--- src/rtl/crossy_pkg.sv ---
// Shared constants and lane-state encoding for the crossy game datapath.
// Sprite sizes here are defaults; blocks may override them through parameters.
package crossy_pkg;

  localparam int unsigned SCREEN_WIDTH   = 640;
  localparam int unsigned SCREEN_HEIGHT  = 480;

  localparam int unsigned CAR_W_DEF      = 32;
  localparam int unsigned CAR_H_DEF      = 16;
  localparam int unsigned LANE_Y_DEF     = 240;
  localparam int unsigned CHICK_SIZE_DEF = 16;

  typedef enum logic [1:0] {
    StSafe    = 2'd0,
    StContact = 2'd1,
    StHit     = 2'd2
  } lane_state_e;

endpackage

--- src/rtl/wrap_span_cmp.sv ---
// Combinational test of whether a position lies inside a span that wraps at a
// modulus. Positions and starts are assumed to be below the modulus.
module wrap_span_cmp #(
  parameter int unsigned PosW = 10
) (
  input  logic [PosW-1:0] i_pos,
  input  logic [PosW-1:0] i_start,
  input  logic [PosW:0]   i_width,
  input  logic [PosW:0]   i_modulus,
  output logic            o_in_span
);

  logic [PosW:0] w_pos;
  logic [PosW:0] w_start;
  logic [PosW:0] w_dist;

  always_comb begin
    w_pos   = {1'b0, i_pos};
    w_start = {1'b0, i_start};
    // One extra bit holds pos + modulus - start without overflow.
    if (w_pos >= w_start) begin
      w_dist = w_pos - w_start;
    end else begin
      w_dist = w_pos + i_modulus - w_start;
    end
  end

  assign o_in_span = (w_dist < i_width);

endmodule

--- src/rtl/obstacle_lane.sv ---
// One scrolling obstacle lane: draws its car, detects overlap with the chicken
// and declares a sticky hit after HIT_FRAMES consecutive overlapping frames.
module obstacle_lane #(
  parameter int unsigned SCREEN_WIDTH = crossy_pkg::SCREEN_WIDTH,
  parameter int unsigned CAR_W        = crossy_pkg::CAR_W_DEF,
  parameter int unsigned CAR_H        = crossy_pkg::CAR_H_DEF,
  parameter int unsigned LANE_Y       = crossy_pkg::LANE_Y_DEF,
  parameter int unsigned CHICK_SIZE   = crossy_pkg::CHICK_SIZE_DEF,
  parameter int unsigned HIT_FRAMES   = 2
) (
  input  logic       clk,
  input  logic       reset,
  input  logic [9:0] h_pos,
  input  logic       vsync_pulse,
  input  logic [9:0] pix_x,
  input  logic [9:0] pix_y,
  input  logic       video_active,
  input  logic [9:0] chick_x,
  input  logic [9:0] chick_y,
  input  logic       clear_hit,
  output logic       car_pixel,
  output logic       hit,
  output logic       hit_pulse
);

  import crossy_pkg::*;

  localparam int unsigned CntW = (HIT_FRAMES > 1) ? $clog2(HIT_FRAMES + 1) : 1;

  localparam logic [10:0]     ScrW     = 11'(SCREEN_WIDTH);
  localparam logic [10:0]     CarW     = 11'(CAR_W);
  localparam logic [10:0]     LaneTop  = 11'(LANE_Y);
  localparam logic [10:0]     LaneBot  = 11'(LANE_Y + CAR_H);
  localparam logic [10:0]     ChickSz  = 11'(CHICK_SIZE);
  localparam logic [CntW-1:0] HitCnt   = CntW'(HIT_FRAMES);

  logic [9:0]      r_car_x;
  logic            r_car_pixel;
  logic            r_overlap_flag;
  logic            r_hit;
  logic            r_hit_pulse;
  logic [CntW-1:0] r_frame_cnt;
  lane_state_e     r_state;

  logic        w_in_x;
  logic        w_in_y;
  logic        w_car_on;
  logic        w_chick_on;
  logic [10:0] w_px;
  logic [10:0] w_py;
  logic [10:0] w_cx;
  logic [10:0] w_cy;

  wrap_span_cmp #(
    .PosW (10)
  ) u_span (
    .i_pos     (pix_x),
    .i_start   (r_car_x),
    .i_width   (CarW),
    .i_modulus (ScrW),
    .o_in_span (w_in_x)
  );

  assign w_px = {1'b0, pix_x};
  assign w_py = {1'b0, pix_y};
  assign w_cx = {1'b0, chick_x};
  assign w_cy = {1'b0, chick_y};

  assign w_in_y     = (w_py >= LaneTop) && (w_py < LaneBot);
  assign w_car_on   = video_active && w_in_x && w_in_y;
  assign w_chick_on = (w_px >= w_cx) && (w_px < w_cx + ChickSz) &&
                      (w_py >= w_cy) && (w_py < w_cy + ChickSz);

  // Car position only moves at frame start so a frame never tears.
  always_ff @(posedge clk or posedge reset) begin
    if (reset) begin
      r_car_x <= '0;
    end else if (vsync_pulse) begin
      r_car_x <= ({1'b0, h_pos} >= ScrW) ? 10'd0 : h_pos;
    end
  end

  always_ff @(posedge clk or posedge reset) begin
    if (reset) begin
      r_car_pixel <= 1'b0;
    end else begin
      r_car_pixel <= w_car_on;
    end
  end

  always_ff @(posedge clk or posedge reset) begin
    if (reset) begin
      r_overlap_flag <= 1'b0;
    end else if (clear_hit || vsync_pulse) begin
      r_overlap_flag <= 1'b0;
    end else if (w_car_on && w_chick_on) begin
      r_overlap_flag <= 1'b1;
    end
  end

  always_ff @(posedge clk or posedge reset) begin
    if (reset) begin
      r_state     <= StSafe;
      r_frame_cnt <= '0;
      r_hit       <= 1'b0;
      r_hit_pulse <= 1'b0;
    end else begin
      r_hit_pulse <= 1'b0;
      if (clear_hit) begin
        r_state     <= StSafe;
        r_frame_cnt <= '0;
        r_hit       <= 1'b0;
      end else if (vsync_pulse) begin
        case (r_state)
          StSafe: begin
            if (r_overlap_flag) begin
              if (HIT_FRAMES == 32'd1) begin
                r_state     <= StHit;
                r_hit       <= 1'b1;
                r_hit_pulse <= 1'b1;
              end else begin
                r_state     <= StContact;
                r_frame_cnt <= CntW'(1);
              end
            end
          end
          StContact: begin
            if (r_overlap_flag) begin
              r_frame_cnt <= r_frame_cnt + 1'b1;
              if (r_frame_cnt + 1'b1 == HitCnt) begin
                r_state     <= StHit;
                r_hit       <= 1'b1;
                r_hit_pulse <= 1'b1;
              end
            end else begin
              r_state     <= StSafe;
              r_frame_cnt <= '0;
            end
          end
          StHit: r_state <= StHit;
          default: begin
            r_state     <= StSafe;
            r_frame_cnt <= '0;
          end
        endcase
      end
    end
  end

  assign car_pixel = r_car_pixel;
  assign hit       = r_hit;
  assign hit_pulse = r_hit_pulse;

endmodule
--- config.mk ---
export PLATFORM = sky130hd
export DESIGN_NAME = obstacle_lane
export DESIGN_NICKNAME = d
export VERILOG_FILES = /design/src/rtl/crossy_pkg.sv /design/src/rtl/wrap_span_cmp.sv /design/src/rtl/obstacle_lane.sv
export SDC_FILE = /design/constraint.sdc
export NUM_CORES = 1
export LEC_CHECK = 0
export BUFFER_PORTS_ARGS = -buffer_cell sky130_fd_sc_hd__buf_4
export CAP_MARGIN = 10
export CORE_UTILIZATION = 29
export CTS_BUF_LIST = sky130_fd_sc_hd__clkbuf_8
export DETAILED_ROUTE_END_ITERATION = 6
export SLEW_MARGIN = 20
export SYNTH_ARGS = -nofsm -noshare
export SYNTH_HDL_FRONTEND = slang
export SYNTH_HIERARCHICAL = 1
export SYNTH_SLANG_ARGS = --single-unit
--- constraint.sdc ---
create_clock -name clk -period 7.7 [get_ports clk]
set_input_delay 0.77 -clock clk [delete_from_list [all_inputs] [get_ports clk]]
set_output_delay 0.77 -clock clk [all_outputs]
set_load 0.05 [all_outputs]
==> flow_summary_export.csv <==
group,metric,value,unit
cts,cts_inserted_buffers,3,
pwr,vdd_ir_drop_max,64.14,µV
logic_synthesis,synth_area_leaders,"ha_1, dfrtp_1, inv_1",
critical_path,cp.depth,23,
timing,finalCritPeriodShare,59.18,%
logic_synthesis,syn_area,3384,µm²
finish,fillCellCount,1221,
logic_synthesis,synth_seq_cells,18,
critical_path,cp_data_required_time,7.87,ns
floorplan,die_width,110.0,µm
critical_path,endpoint,"r_overlap_flag",
timing,finClkSkew,0.003662,ns
critical_path,critPathTopFamily,"compound AO/OA/AOI/OAI gates",
logic_synthesis,synth_cell_types,57,
timing,fmax,219.5,MHz
detailed_routing,drt_iter0_markers,102,
timing,worst_hold_slack,0.4949,ns
critical_path,r2r_start,"r_car_x[1]",
floorplan,core-area,11420,µm²
critical_path,cp_slowest_stage_delay,0.54,ns
cts,cts_resized,0,
grt,first_global_vias,3103,
finish,layout_common_cells,"inv_1, ha_1, buf_4",
placed_design,dp_hpwl,7293,µm
pwr,power_frac_comb,66.4,%
critical_path,r2r_cells,21,
logic_synthesis,yosys.area.top_type,"ha_1",
critical_path,worstPathCellList,"buf_4 > inv_1 > fa_1 > inv_1 > fa_1 > a21oi_1 > o211ai_1 > a21oi_1 > xnor2_1 > nor2_1 > a21oi_1 > ha_1 > a21oi_1 > nor2b_1 > o21ai_0 > o21ai_0 > a211oi_2 > nand2_1 > nor4_2 > o211ai_1 > nor2_1 > o31ai_1 > o31ai_2",
detailed_routing,via_count,3066,
timing,final-max-slew-violation-count,0,
logic_synthesis,ys_warn_count,6,
timing,setup_tns,0,ns
detailed_routing,avgViaCountPerCell,4.702,
critical_path,regToRegSetupSlack,3.44,ns
placed_design,gp_congestion,0.8753,
critical_path,start_kind,"input port",
cts,clkTransAtPathRegs,0.07,ns
finish,antenna_cells,0,
critical_path,path_buf_inv,3,
floorplan,start_util,29.64,%
logic_synthesis,synth_top_flop_cell,"dfrtp_1",
pwr,clkPwrFrac,14.2,%
critical_path,cpMostUsedCell,"a21oi_1",
cts,cts_sinks,18,
critical_path,r2r-end,"r_overlap_flag",
logic_synthesis,synth_seq_area_share,13.31,%
critical_path,cp-startpoint,"pix_x[1]",
grt,grt_max_degree,19,
run_status,status,"completed",
pwr,intPower,0.3089,mW
cts,tritoncts,"yes",
timing,tightest_slew,0.7057,ns
cts,root_buffer,"clkbuf_8",
critical_path,cp.arrival,4.73,ns
pwr,power.leakage,2.116,nW
pwr,p_seq_share,19.3,%
detailed_routing,dr.pass1.iters,4,
critical_path,crit_slowest_cell,"fa_1",
finish,drive_above_1_share,16.70,%
min_path,hp-class,"register to register",
cts,cts_hold_buf,0,
cts,cts_htree_levels,1,
floorplan,die_h,110.0,µm
logic_synthesis,synthArstFlopShare,100.0,%
pwr,power.share.switching,43.22,%
grt,grt_antenna_before_repair,0,
critical_path,path_class,"input port to register",
floorplan,die_area,12110,µm²
pwr,switchingPower,0.2351,mW
critical_path,crit_fanout,4,
critical_path,setup.worst_path.end_class,"register",
grt,grt_first_pass_wirelength,13530,µm
detailed_routing,wl_per_cell,12.43,µm
cts,clk_latency,0.25,ns
finish,finalNetCount,642,
detailed_routing,drc,0,
grt,grt_overflow,0,
logic_synthesis,synth_cells,432,
cts,cts_setup_buffers,0,
placed_design,numPortBuffers,57,
timing,rsz0062_at_grt,"no",
cts,cts.path.max_buffers,2,
finish,syn_to_final_growth,21.22,%
floorplan,rows,39,
detailed_routing,final_antenna_net_count,0,
job,max_cap_viol_count,0,
finish,register_area,450.4,µm²
timing,hold_viol_final,0,
finish,multi_input_comb_area,2608,µm²
logic_synthesis,synth_edf_count,0,
detailed_routing,wl,8103,µm
floorplan,io_pins,58,
pwr,powerDensity,132.6,nW/µm²
logic_synthesis,syn_avg_cell_area,7.834,µm²
grt,grtUsageTotal,14.02,%
logic_synthesis,synth_top_cell_area_share,24.40,%
timing,min_period,4.557,ns
timing,slew-limit-headroom,52.90,%
timing,final-setup-viol-count,0,
finish,final_common_cell,"inv_1",
[power by group through the flow]
stage / clock network (mW) / logic, mW / registers, mW
finish: 0.0775 / 0.361 / 0.105
global route: 0.0851 / 0.411 / 0.106
CTS: 0.0791 / 0.361 / 0.105
detailed placement: 0 / 0.359 / 0.107
global placement: 0 / 0.348 / 0.107
floorplan: 0 / 0.267 / 0.105
[metrics by stage]
step	cell area (µm²)	setup slack, ns	utilization, %	instances	power [mW]
floorplan	3460	3.528	-	452	0.3723
global placement	4048	3.034	35.45	648	0.4546
detailed placement	4048	2.838	35.45	648	0.4666
CTS	4103	3.101	35.93	652	0.5457
global route	4103	2.788	35.93	652	0.6017
finish	4103	3.143	35.93	652	0.5440
[cell type report]
type,instances,share of cell area (%)
Timing Repair Buffer,57,10.43
Sequential cell,18,10.98
Tap cell,143,4.361
Clock buffer,4,1.342
Multi-Input combinational cell,328,63.56
Inverter,102,9.332
[state kept, by name (all words and copies together), names as in the netlist]
signal / flops
r_state: 2
car_pixel: 1
hit_pulse: 1
r_car_x: 10
hit: 1
r_frame_cnt: 2
r_overlap_flag: 1
[how the worst min path moves through the flow]
stage | from | to | slack (ns) | depth (start not counted)
6_report | hit | hit | 0.49 | 1
5_1_grt | hit | hit | 0.55 | 1
4_1_cts | hit | hit | 0.50 | 1
3_5_place_dp | hit | hit | 0.48 | 1
3_3_place_gp | hit | hit | 0.47 | 1
2_1_floorplan | r_overlap_flag | r_overlap_flag | 0.47 | 2
[cell usage after synthesis (all sizes together), types with 6 or more instances]
| library cell | instances |
|---|---|
| a211oi | 6 |
| a21o | 12 |
| a21oi | 37 |
| dfrtp | 18 |
| fa | 11 |
| ha | 66 |
| inv | 102 |
| nand2 | 28 |
| nand3 | 12 |
| nor2 | 19 |
| nor2b | 10 |
| o211ai | 6 |
| o21ai | 27 |
| xnor2 | 20 |
[per-layer routing]
| layer | vias up | part of all wire, % | routed length, µm | track usage (%) |
|---|---|---|---|---|
| met2 | 54 | 52 | 4186 | 26.29 |
| met5 | - | 0 | 0 | 0 |
| met1 | 1421 | 43 | 3509 | 17.14 |
| met3 | 6 | 4.0 | 328 | 1.999 |
| li1 | 1585 | - | - | - |
| met4 | 0 | 0.99 | 80 | 2.000 |
[logic make-up after synthesis]
group / share of synthesized area (%)
xor+xnor: 6.211
simple gates: 13.38
mux: 1.035
compound gates: 23.07
buf+inv: 11.87
fa+ha+maj: 30.91
other cells: 0.2219
flops: 13.31
[worst register-to-register path: stages, from the launching register on]
cell and delay, ns:
dfrtp_1 0.41, fa_1 0.52, inv_1 0.07, fa_1 0.46, a21oi_1 0.24, o211ai_1 0.17
a21oi_1 0.18, xnor2_1 0.13, nor2_1 0.06, a21oi_1 0.15, ha_1 0.26, a21oi_1 0.14
nor2b_1 0.06, o21ai_0 0.14, o21ai_0 0.12, a211oi_2 0.28, nand2_1 0.10, nor4_2 0.18
o211ai_1 0.12, nor2_1 0.10, o31ai_1 0.09, o31ai_2 0.20
Note: power is estimated with default switching activity, not from simulation.
